[config.mk]
export PLATFORM = sky130hd
export DESIGN_NAME = map_write_arbiter_flat
export DESIGN_NICKNAME = d
export VERILOG_FILES = /design/src/rtl/map_arb_pkg.sv /design/src/rtl/map_write_arbiter_if.sv /design/src/rtl/map_write_arbiter_rr_arbiter.sv /design/src/rtl/map_write_arbiter.sv /design/src/flat_wrapper.sv
export SDC_FILE = /design/constraint.sdc
export NUM_CORES = 1
export LEC_CHECK = 0
export ABC_AREA = 1
export CORE_MARGIN = 5
export CORE_UTILIZATION = 47
export DETAILED_ROUTE_END_ITERATION = 6
export MAX_ROUTING_LAYER = met4
export PLACE_DENSITY = 0.8
export SKIP_CTS_REPAIR_TIMING = 1
export SYNTH_ARGS = -nofsm -noshare
export SYNTH_HDL_FRONTEND = slang
export SYNTH_SLANG_ARGS = --single-unit
[constraint.sdc]
create_clock -name clk -period 3.1 [get_ports clk]
set_clock_uncertainty 0.1 [all_clocks]
set_input_delay 0.62 -clock clk [delete_from_list [all_inputs] [get_ports clk]]
set_output_delay 0.62 -clock clk [all_outputs]
set_load 0.03 [all_outputs]
[src/rtl/map_arb_pkg.sv]
// Shared types and constants for the map tile RAM write arbiter.
// State encoding, default map depth, tile codes and a range-check helper.
package map_arb_pkg;

  typedef enum logic {
    IDLE = 1'b0,
    FILL = 1'b1
  } arb_state_e;

  // 16x12 tile map
  localparam int MAP_DEPTH_DEFAULT = 192;

  localparam logic [2:0] TILE_EMPTY = 3'd0;
  localparam logic [2:0] TILE_BRICK = 3'd1;
  localparam logic [2:0] TILE_STEEL = 3'd2;
  localparam logic [2:0] TILE_WATER = 3'd3;
  localparam logic [2:0] TILE_TREE  = 3'd4;
  localparam logic [2:0] TILE_ICE   = 3'd5;

  function automatic logic tile_in_range(input int unsigned addr, input int unsigned depth);
    return addr < depth;
  endfunction

endpackage

[src/rtl/map_write_arbiter_if.sv]
// Requester-side bus of the map write arbiter: packed per-requester
// request/address/data slices and the one-hot grant returned to them.
interface map_write_arbiter_if #(
  parameter int N_REQ      = 3,
  parameter int DATA_WIDTH = 3,
  parameter int ADDR_WIDTH = 15
);
  logic [N_REQ-1:0]            req;
  logic [N_REQ*ADDR_WIDTH-1:0] req_addr;
  logic [N_REQ*DATA_WIDTH-1:0] req_data;
  logic [N_REQ-1:0]            gnt;

  modport master (output req, req_addr, req_data, input gnt);
  modport slave  (input req, req_addr, req_data, output gnt);
endinterface

[src/rtl/map_write_arbiter_rr_arbiter.sv]
// Purely combinational N-way round-robin pick: first eligible requester at or
// after ptr_i (wrapping), where masked requesters are not eligible.
module rr_arbiter #(
  parameter int N     = 3,
  parameter int IDX_W = 2
) (
  input  logic [N-1:0]     req_i,
  input  logic [N-1:0]     mask_i,
  input  logic [IDX_W-1:0] ptr_i,
  output logic [N-1:0]     gnt_o,
  output logic [IDX_W-1:0] idx_o,
  output logic             valid_o
);

  logic [N-1:0] eligible;
  int unsigned  cand;

  assign eligible = req_i & ~mask_i;

  always_comb begin
    // NOTE: every output gets a default before any branch, so no path leaves a latch behind.
    gnt_o   = '0;
    idx_o   = '0;
    valid_o = 1'b0;
    cand    = 0;
    for (int off = 0; off < N; off++) begin
      cand = int'(ptr_i) + off;
      if (cand >= N) cand = cand - N;
      if (!valid_o && eligible[cand]) begin
        valid_o     = 1'b1;
        gnt_o[cand] = 1'b1;
        idx_o       = IDX_W'(cand);
      end
    end
  end

endmodule

[src/rtl/map_write_arbiter.sv]
// Sole owner of the tile RAM write port: round-robin requester writes plus a bulk FILL.
// Define MAP_ARB_STATS_EN to add saturating per-requester write counters on wr_count.
module map_write_arbiter
  import map_arb_pkg::*;
#(
  parameter int N_REQ      = 3,
  parameter int DATA_WIDTH = 3,
  parameter int ADDR_WIDTH = 15,
  parameter int MAP_DEPTH  = MAP_DEPTH_DEFAULT
) (
  input  logic                  clk,
  input  logic                  rst_n,
  map_write_arbiter_if.slave    bus,
  input  logic                  fill_start,
  input  logic [DATA_WIDTH-1:0] fill_value,
  output logic                  fill_busy,
  output logic                  fill_done,
  output logic                  err_oor,
  output logic                  ram_we,
  output logic [ADDR_WIDTH-1:0] ram_waddr,
  output logic [DATA_WIDTH-1:0] ram_wdata
`ifdef MAP_ARB_STATS_EN
  ,
  output logic [N_REQ*16-1:0]   wr_count
`endif
);

  localparam int IDX_W = (N_REQ > 1) ? $clog2(N_REQ) : 1;
  localparam logic [ADDR_WIDTH-1:0] LAST_ADDR = ADDR_WIDTH'(MAP_DEPTH - 1);

  arb_state_e            state_q, state_d;
  logic [IDX_W-1:0]      ptr_q, ptr_d;
  logic [ADDR_WIDTH-1:0] fill_cnt_q, fill_cnt_d;
  logic [DATA_WIDTH-1:0] fill_val_q, fill_val_d;
  logic [N_REQ-1:0]      gnt_q, gnt_d;
  logic                  we_q, we_d;
  logic [ADDR_WIDTH-1:0] waddr_q, waddr_d;
  logic [DATA_WIDTH-1:0] wdata_q, wdata_d;
  logic                  err_q, err_d;
  logic                  busy_q, busy_d;
  logic                  done_q, done_d;

  logic [N_REQ-1:0]      rr_gnt;
  logic [IDX_W-1:0]      rr_idx;
  logic                  rr_valid;
  logic [ADDR_WIDTH-1:0] win_addr;
  logic [DATA_WIDTH-1:0] win_data;
  logic                  win_in_range;

  // The requester whose grant is visible this cycle is masked, so it can update req first.
  rr_arbiter #(.N(N_REQ), .IDX_W(IDX_W)) u_rr (
    .req_i   (bus.req),
    .mask_i  (gnt_q),
    .ptr_i   (ptr_q),
    .gnt_o   (rr_gnt),
    .idx_o   (rr_idx),
    .valid_o (rr_valid)
  );

  always_comb begin
    state_d      = state_q;
    ptr_d        = ptr_q;
    fill_cnt_d   = fill_cnt_q;
    fill_val_d   = fill_val_q;
    gnt_d        = '0;
    we_d         = 1'b0;
    waddr_d      = '0;
    wdata_d      = '0;
    err_d        = 1'b0;
    busy_d       = 1'b0;
    done_d       = 1'b0;
    win_addr     = bus.req_addr[rr_idx*ADDR_WIDTH +: ADDR_WIDTH];
    win_data     = bus.req_data[rr_idx*DATA_WIDTH +: DATA_WIDTH];
    win_in_range = tile_in_range(32'(win_addr), MAP_DEPTH);

    case (state_q)
      IDLE: begin
        if (fill_start) begin
          state_d    = FILL;
          fill_cnt_d = '0;
          fill_val_d = fill_value;
        end else if (rr_valid) begin
          gnt_d   = rr_gnt;
          we_d    = win_in_range;
          waddr_d = win_addr;
          wdata_d = win_data;
          err_d   = !win_in_range;
          ptr_d   = (rr_idx == IDX_W'(N_REQ - 1)) ? '0 : rr_idx + 1'b1;
        end
      end
      FILL: begin
        // Last fill write is on the bus this cycle: finish instead of writing again.
        if (busy_q && waddr_q == LAST_ADDR) begin
          done_d  = 1'b1;
          state_d = IDLE;
        end else begin
          we_d    = 1'b1;
          waddr_d = fill_cnt_q;
          wdata_d = fill_val_q;
          busy_d  = 1'b1;
          if (fill_cnt_q != LAST_ADDR) fill_cnt_d = fill_cnt_q + 1'b1;
        end
      end
      default: state_d = IDLE;
    endcase
  end

  // NOTE: sequential state uses non-blocking assignments so every register samples pre-edge values.
  always_ff @(posedge clk or negedge rst_n) begin
    if (!rst_n) begin
      state_q    <= IDLE;
      ptr_q      <= '0;
      fill_cnt_q <= '0;
      fill_val_q <= '0;
      gnt_q      <= '0;
      we_q       <= 1'b0;
      waddr_q    <= '0;
      wdata_q    <= '0;
      err_q      <= 1'b0;
      busy_q     <= 1'b0;
      done_q     <= 1'b0;
    end else begin
      state_q    <= state_d;
      ptr_q      <= ptr_d;
      fill_cnt_q <= fill_cnt_d;
      fill_val_q <= fill_val_d;
      gnt_q      <= gnt_d;
      we_q       <= we_d;
      waddr_q    <= waddr_d;
      wdata_q    <= wdata_d;
      err_q      <= err_d;
      busy_q     <= busy_d;
      done_q     <= done_d;
    end
  end

  assign bus.gnt   = gnt_q;
  assign ram_we    = we_q;
  assign ram_waddr = waddr_q;
  assign ram_wdata = wdata_q;
  assign err_oor   = err_q;
  assign fill_busy = busy_q;
  assign fill_done = done_q;

`ifdef MAP_ARB_STATS_EN
  logic [15:0] wr_cnt_q [N_REQ];

  // NOTE: this small counter array must read zero after reset, so it is reset like any register.
  always_ff @(posedge clk or negedge rst_n) begin
    if (!rst_n) begin
      for (int i = 0; i < N_REQ; i++) wr_cnt_q[i] <= '0;
    end else begin
      for (int i = 0; i < N_REQ; i++) begin
        if (gnt_d[i] && we_d && wr_cnt_q[i] != 16'hFFFF) wr_cnt_q[i] <= wr_cnt_q[i] + 16'd1;
      end
    end
  end

  for (genvar g = 0; g < N_REQ; g++) begin : g_wr_count
    assign wr_count[g*16 +: 16] = wr_cnt_q[g];
  end
`endif

endmodule

[src/flat_wrapper.sv]
// flat-port wrapper written by rule: the top's interface ports become plain ports
module map_write_arbiter_flat import map_arb_pkg::*;
#(
  parameter int N_REQ      = 3,
  parameter int DATA_WIDTH = 3,
  parameter int ADDR_WIDTH = 15,
  parameter int MAP_DEPTH  = MAP_DEPTH_DEFAULT
)
  (clk, rst_n, fill_start, fill_value, fill_busy, fill_done, err_oor, ram_we, ram_waddr, ram_wdata, bus_req, bus_req_addr, bus_req_data, bus_gnt);
  map_write_arbiter_if #(.N_REQ(N_REQ), .DATA_WIDTH(DATA_WIDTH), .ADDR_WIDTH(ADDR_WIDTH)) bus_i ();
  input  logic clk;
  input  logic rst_n;
  input  logic fill_start;
  input  logic [DATA_WIDTH-1:0] fill_value;
  output logic fill_busy;
  output logic fill_done;
  output logic err_oor;
  output logic ram_we;
  output logic [ADDR_WIDTH-1:0] ram_waddr;
  output logic [DATA_WIDTH-1:0] ram_wdata;
  input wire logic [$bits(bus_i.req)-1:0] bus_req;
  input wire logic [$bits(bus_i.req_addr)-1:0] bus_req_addr;
  input wire logic [$bits(bus_i.req_data)-1:0] bus_req_data;
  output wire logic [$bits(bus_i.gnt)-1:0] bus_gnt;
  assign bus_i.req = bus_req;
  assign bus_i.req_addr = bus_req_addr;
  assign bus_i.req_data = bus_req_data;
  assign bus_gnt = bus_i.gnt;
  map_write_arbiter #(.N_REQ(N_REQ), .DATA_WIDTH(DATA_WIDTH), .ADDR_WIDTH(ADDR_WIDTH), .MAP_DEPTH(MAP_DEPTH)) u_core (.clk(clk), .rst_n(rst_n), .bus(bus_i), .fill_start(fill_start), .fill_value(fill_value), .fill_busy(fill_busy), .fill_done(fill_done), .err_oor(err_oor), .ram_we(ram_we), .ram_waddr(ram_waddr), .ram_wdata(ram_wdata));
endmodule
# Word-level counts from Yosys, hierarchy flattened
# Index checks and enable logic that the tools add are counted.
[totals]
register_bits = 46
wordCells = 108
[op_classes]
n_mul = 2
addsub = 7
n_eq_ne = 6
reduce_logical = 12
n_shift = 2
mux = 52
magnitude_cmp = 10
n_bitwise = 6
[op_table]
columns = ["operator", "count"]
rows = [
  [">= comparator 32 x 1 -> 1 bit (second input constant)", 3],
  ["< comparator 32 x 3 -> 1 bit (second input constant)", 3],
  ["two-way mux 32 bit", 3],
  ["two-way mux 15 bit", 6],
  ["case mux 15 bit (2 select lines)", 2],
  ["variable part select 45 x 7 -> 15 bit", 1],
  ["two-way mux 3 bit", 9],
  ["two-way mux 1 bit", 19],
  ["adder 15 x 1 -> 15 bit (second input constant)", 1],
  ["equality test 15 x 8 -> 1 bit (second input constant)", 1],
  ["< comparator 15 x 8 -> 1 bit (second input constant)", 1],
  ["inequality test 15 x 8 -> 1 bit (second input constant)", 1],
  ["variable part select 9 x 5 -> 3 bit", 1],
  ["two-way mux 2 bit", 4],
  ["subtractor 3 x 2 -> 4 bit (second input constant)", 2],
  ["binary-select mux 1 bit (select 2 bit)", 3],
  ["demux 1 bit (select 2 bit)", 3],
  [">= comparator 3 x 2 -> 1 bit (second input constant)", 2],
  ["logical AND 1 bit", 6],
  ["multiplier 2 x 4 -> 6 bit (second input constant)", 1],
  ["inequality test 2 bit (second input constant)", 3],
  ["bitwise OR 3 bit", 2],
  ["case mux 3 bit (2 select lines)", 1],
  ["AND reduction 3 bit", 2],
  ["13 further kinds", 17],
]

# Depth between registers and ports, before layout
[logic_depth]
ltp_word = 18
mapped_depth = 18

# Cells and area by module
# A second synthesis with hierarchy kept.
[hier_totals]
hier_cells = 448
area_unflattened_um2 = 2976.6
[modules_own_cells]
columns = ["module", "instances", "cells_each", "area_each_um2"]
rows = [
  ["map_write_arbiter", 1, 388, 2648.8],
  ["rr_arbiter", 1, 60, 327.8],
]

# Worst setup path after synthesis
# Ideal clock, no wire load.
[synth_path]
kind = "register to register"
startpoint = "reg u_core.ptr_q[0]"
endpoint = "reg u_core.we_q, in the netlist u_core.ram_we"
path_slack_ns = 0.923
arrival_time_ns = 2.009
stages_incl_launch_ff = 18
t_required_ns = 2.932
path_buffers = 2
synth_period_minus_slack_ns = 2.177
setup_time_ns = 0.068
cell_sequence = "dfrtp_1 inv_1 ha_1 inv_2 nand2_1 nand3_1 nand2_2 nand2_4 nand2_2 nand2_1 nand2_2 buf_6 buf_8 nand4_2 nand2_1 a21oi_2 nand3_1 nand2_1"
[synth_between]
elab_chain_cells = 17
[synth_lines]
columns = ["element", "line_no", "source"]
rows = [
  ["from (decl)", "map_write_arbiter.sv:32", "logic [IDX_W-1:0] ptr_q, ptr_d;"],
  ["from (signal assigned)", "map_write_arbiter.sv:124", "ptr_q <= ptr_d;"],
  ["branches (longest 14 deep; another with multiplier 2 x 4 -> 6 bit)", "n/a", ""],
  ["two-way mux 1 bit (*)", "map_write_arbiter.sv:82", "end else if (rr_valid) begin"],
  ["two-way mux 1 bit (*)", "map_write_arbiter.sv:78", "if (fill_start) begin"],
  ["case mux 1 bit (2 select lines) (*)", "map_write_arbiter.sv:76", "case (state_q)"],
  ["net u_core.we_d", "map_write_arbiter.sv:36", "logic we_q, we_d;"],
  ["to (signal assigned)", "map_write_arbiter.sv:128", "we_q <= we_d;"],
  ["to (decl)", "map_write_arbiter.sv:36", ""],
]
# Mark *: on every way through the listed nets, which the timed path passes. The select of a mux whose other input is x is not followed.
# A chain may end at the register's enable or synchronous reset.

# Final worst setup path
# Same ends and word-level chain as after synthesis.

==> metrics.md <==
| Metric | Value |
|---|---|
| Status | `completed` |
| Die area | `a little under 8000 sq um` |
| Avg Vias per Cell | `5.486` |
| Final hold violations | `0` |
| Area growth, synth to finish | `36.80%` |
| Setup violations, final | `0` |
| Synth Area in Compound Gates | `0.1476` |
| First-pass GRT wire length | `roughly 13 mm` |
| PwrDens | `between 300 and 400 nW/um^2` |
| Minimum clock period | `approximately 2.7 ns` |
| Synth Warn # | `0` |
| Vias in the first global route | `2857` |
| Final Wtd Congestion | `0.9308` |
| Starting Density | `0.4852` |
| Sequential area share after synthesis | `0.4007` |
| Initial DRC Count | `236` |
| Crit path largest cell delay | `approximately 0.4 ns` |
| TritonRoute pass-1 iters | `5` |
| Die X | `between 80 and 90 um` |
| Crit path kind | `reg -> reg` |
| CP cell instances | `inv_1, ha_1, inv_2, nand2_1, nand3_1, nand2_2, nand2_4, nand2_4, nand2_4, nand2_4, nand2_1, nand2_1, o21ai_1, a21oi_2, nand3_1, nand2_1` |
| Detailed Place HPWL | `6.439 mm` |
| TritonCTS clock tree | `built` |
| Total CTS buffers | `5` |
| Avg WL per Cell | `15.59 um` |
| Syn_nets | `437` |
| Nets | `525` |
| Worst hold slack | `0.3877 ns` |
| Top Ports | `88` |
| Worst reg2reg path endpoint | `u_core.ram_we` |
| Worst Hold Class | `in -> async` |
| Ys async rst share | `1.000` |
| Largest family of logic cells by synthesized area | `simple AND/OR/NAND/NOR gates` |
| Total GRT Usage | `0.2271` |
| R2r startpoint | `u_core.ptr_q[0]` |
| Post-synthesis mux area share | `0` |
| Port Buffers | `between 80 and 90` |
| Worst setup SP type | `flop` |
| Synthesized instance count | `between 300 and 400` |
| Mapped Area | `about 2900 sq um` |
| Post-synthesis simple-gate area fraction | `0.3227` |
| Worst slew pin tran | `~1 ns` |
| Worst EP arrival | `2.79 ns` |
| Synthesis-stage register bit count | `46` |
| Slew Viols, Final | `0` |
| Main synth FF type | `dfrtp_1` |
| R2r setup slk | `between 0.4 and 0.5 ns` |
| MaxCap Viol Count | `0` |
| CP endpoint | `u_core.ram_we` |
| Clk buf depth | `2` |
| Number of distinct library cells after synthesis | `38` |
| Worst VDD drop | `0.2762 mV` |
| Area of the core | `5921 sq um` |
| Commonest cells after routing, fill and taps aside | `86 x clkdlybuf4s50_1, 81 x nand2_1, 46 x dfrtp_1` |
| Crit. End Element | `flop` |
| Pre-CTS WS | `approximately 0.16 ns` |
| Worst Slack Setup Final | `0.4033 ns` |
| Largest net degree at the start of global routing | `47` |
| Synth Area in XOR/XNOR | `0.01829` |
| Antenna violations before repair | `0` |
| Slew headroom | `0.3323` |
| Die Y | `88.18 um` |
| FF-to-FF path depth | `16` |
| Drt total wl | `8.309 mm` |
| Row count | `28` |
| Clock slew at reported path FFs | `0.08 ns` |
| Clk Latency, worst-skew pair | `0.30 ns` |
| Fraction of layout cells with a size suffix above 1 | `0.1070` |
| Antenna viol nets, final | `0` |
| Avg Synthesized Cell Area | `7.785 sq um` |
| Max Fclk | `0.3708 GHz` |
| CP required | `3.20 ns` |
| CTS sink cnt | `46` |
| DRC errors left | `0` |
| Ant. Diodes | `0` |
| Crit path from | `u_core.ptr_q[0]` |
| Setup_tns | `0 ns` |
| Vias | `2924` |
| LEAKAGE | `1.725 nW` |
| Final worst path period share | `0.8699` |
| RSZ-0062 raised after global routing | `false` |
| EDFF count, synth | `0` |
| Most common cell after layout, fill and taps aside | `clkdlybuf4s50_1` |
| Slowest CP cell | `ha_1` |
| H-tree lvl count | `2` |
| Synth Area in Adders | `0.02178` |
| Fillers | `513` |
| Top fanout value on the critical path | `23` |
| Clock root cell | `clkbuf_8` |
| GR Overflow Total | `0` |
[flip-flops by register name, indices dropped and copies added, names as in the netlist]
register and cells:
u_core.ram_waddr 15, u_core.ram_we 1, u_core.ptr_q 2, u_core.fill_val_q 3, u_core.ram_wdata 3, u_core.state_q 1, u_core.fill_busy 1, u_core.bus.gnt 3
u_core.err_oor 1, u_core.fill_cnt_q 15, u_core.fill_done 1
[critical path, delay by kind of cell, from the launching register on]
| family | cells | cell delay [ns] |
|---|---|---|
| adders and majority gates | 1 | 0.40 |
| buffers and inverters | 2 | 0.26 |
| DFF | 1 | 0.38 |
| AOI/OAI and AO/OA | 2 | 0.28 |
| and+or+nand+nor | 11 | 1.17 |
[synthesized netlist by cell type, types with 2 or more instances]
master / n / area, sq um
clkinv_1: 2 / 7.510
buf_2: 5 / 25.02
buf_4: 2 / 15.01
nand2_4: 5 / 56.30
o21ai_1: 21 / 105.1
a21oi_1: 19 / 95.09
nor4_1: 6 / 37.54
nand3b_1: 3 / 22.52
nand3_1: 27 / 135.1
xnor2_1: 2 / 17.52
nand2_1: 81 / 304.0
a21oi_2: 3 / 26.28
ha_1: 5 / 62.56
clkbuf_1: 3 / 11.26
nand3_2: 8 / 80.08
xor2_1: 4 / 35.03
nor3_1: 13 / 65.06
dfrtp_1: 46 / 1151
a22o_1: 4 / 35.03
nand2_2: 6 / 37.54
o21ai_0: 21 / 105.1
nor2_1: 18 / 67.56
inv_2: 6 / 22.52
inv_1: 34 / 127.6
nand4_1: 9 / 56.30
o22ai_1: 2 / 12.51
o31ai_1: 3 / 22.52
[stage by stage]
step | cells | power, mW | utilization | cell area (sq um)
after floorplan | 369 | 0.7508 | - | 2873
after global placement | 525 | 0.8657 | 0.6397 | 3787
after detailed placement | 525 | 0.8717 | 0.6397 | 3787
after CTS | 533 | 1.412 | 0.6638 | 3930
after global routing | 533 | 1.468 | 0.6638 | 3930
final | 533 | 1.406 | 0.6638 | 3930
[worst min path at each step]
stage | end | slack, ns
after floorplan | u_core.bus.gnt[0] | 0.22
after global placement | u_core.fill_val_q[1] | 0.36
after detailed placement | u_core.fill_val_q[0] | 0.37
after CTS | u_core.fill_val_q[0] | 0.39
after global routing | u_core.fill_val_q[2] | 0.42
final | u_core.ram_waddr[11] | 0.39
[where the power goes]
part | leakage, nW | total (mW) | switching, mW | internal [mW]
clock network | 0.0714 | 0.547 | 0.203 | 0.344
logic | 1.11 | 0.239 | 0.120 | 0.119
registers | 0.544 | 0.621 | 0.00985 | 0.611
[cells by family after synthesis]
logic type | Yosys count
buffers and inverters | 55
and+or+nand+nor | 181
xor gates and xnor gates | 6
AOI/OAI and AO/OA | 76
adders and majority gates | 5
DFF | 46
[metal layers]
metal / up-vias / routed length [um] / GRT usage
met5: - / 0 / -
met4: 0 / 231 / 0.07143
met3: 23 / 447 / 0.04045
met2: 108 / 4058 / 0.3664
met1: 1372 / 3571 / 0.2901
li1: 1421 / - / -
[final cells by class]
| type | count | area [sq um] | area share |
|---|---|---|---|
| clock buffers | 6 | 82.58 | 0.02101 |
| clock inverters | 2 | 60.06 | 0.01528 |
| inverters | 42 | 157.7 | 0.04011 |
| multi-input cells | 268 | 1466 | 0.3731 |
| flip-flops and latches | 46 | 1151 | 0.2929 |
| well taps | 75 | 93.84 | 0.02388 |
| repair buffers | 94 | 918.4 | 0.2337 |
Power figures use the tool's default switching activity.
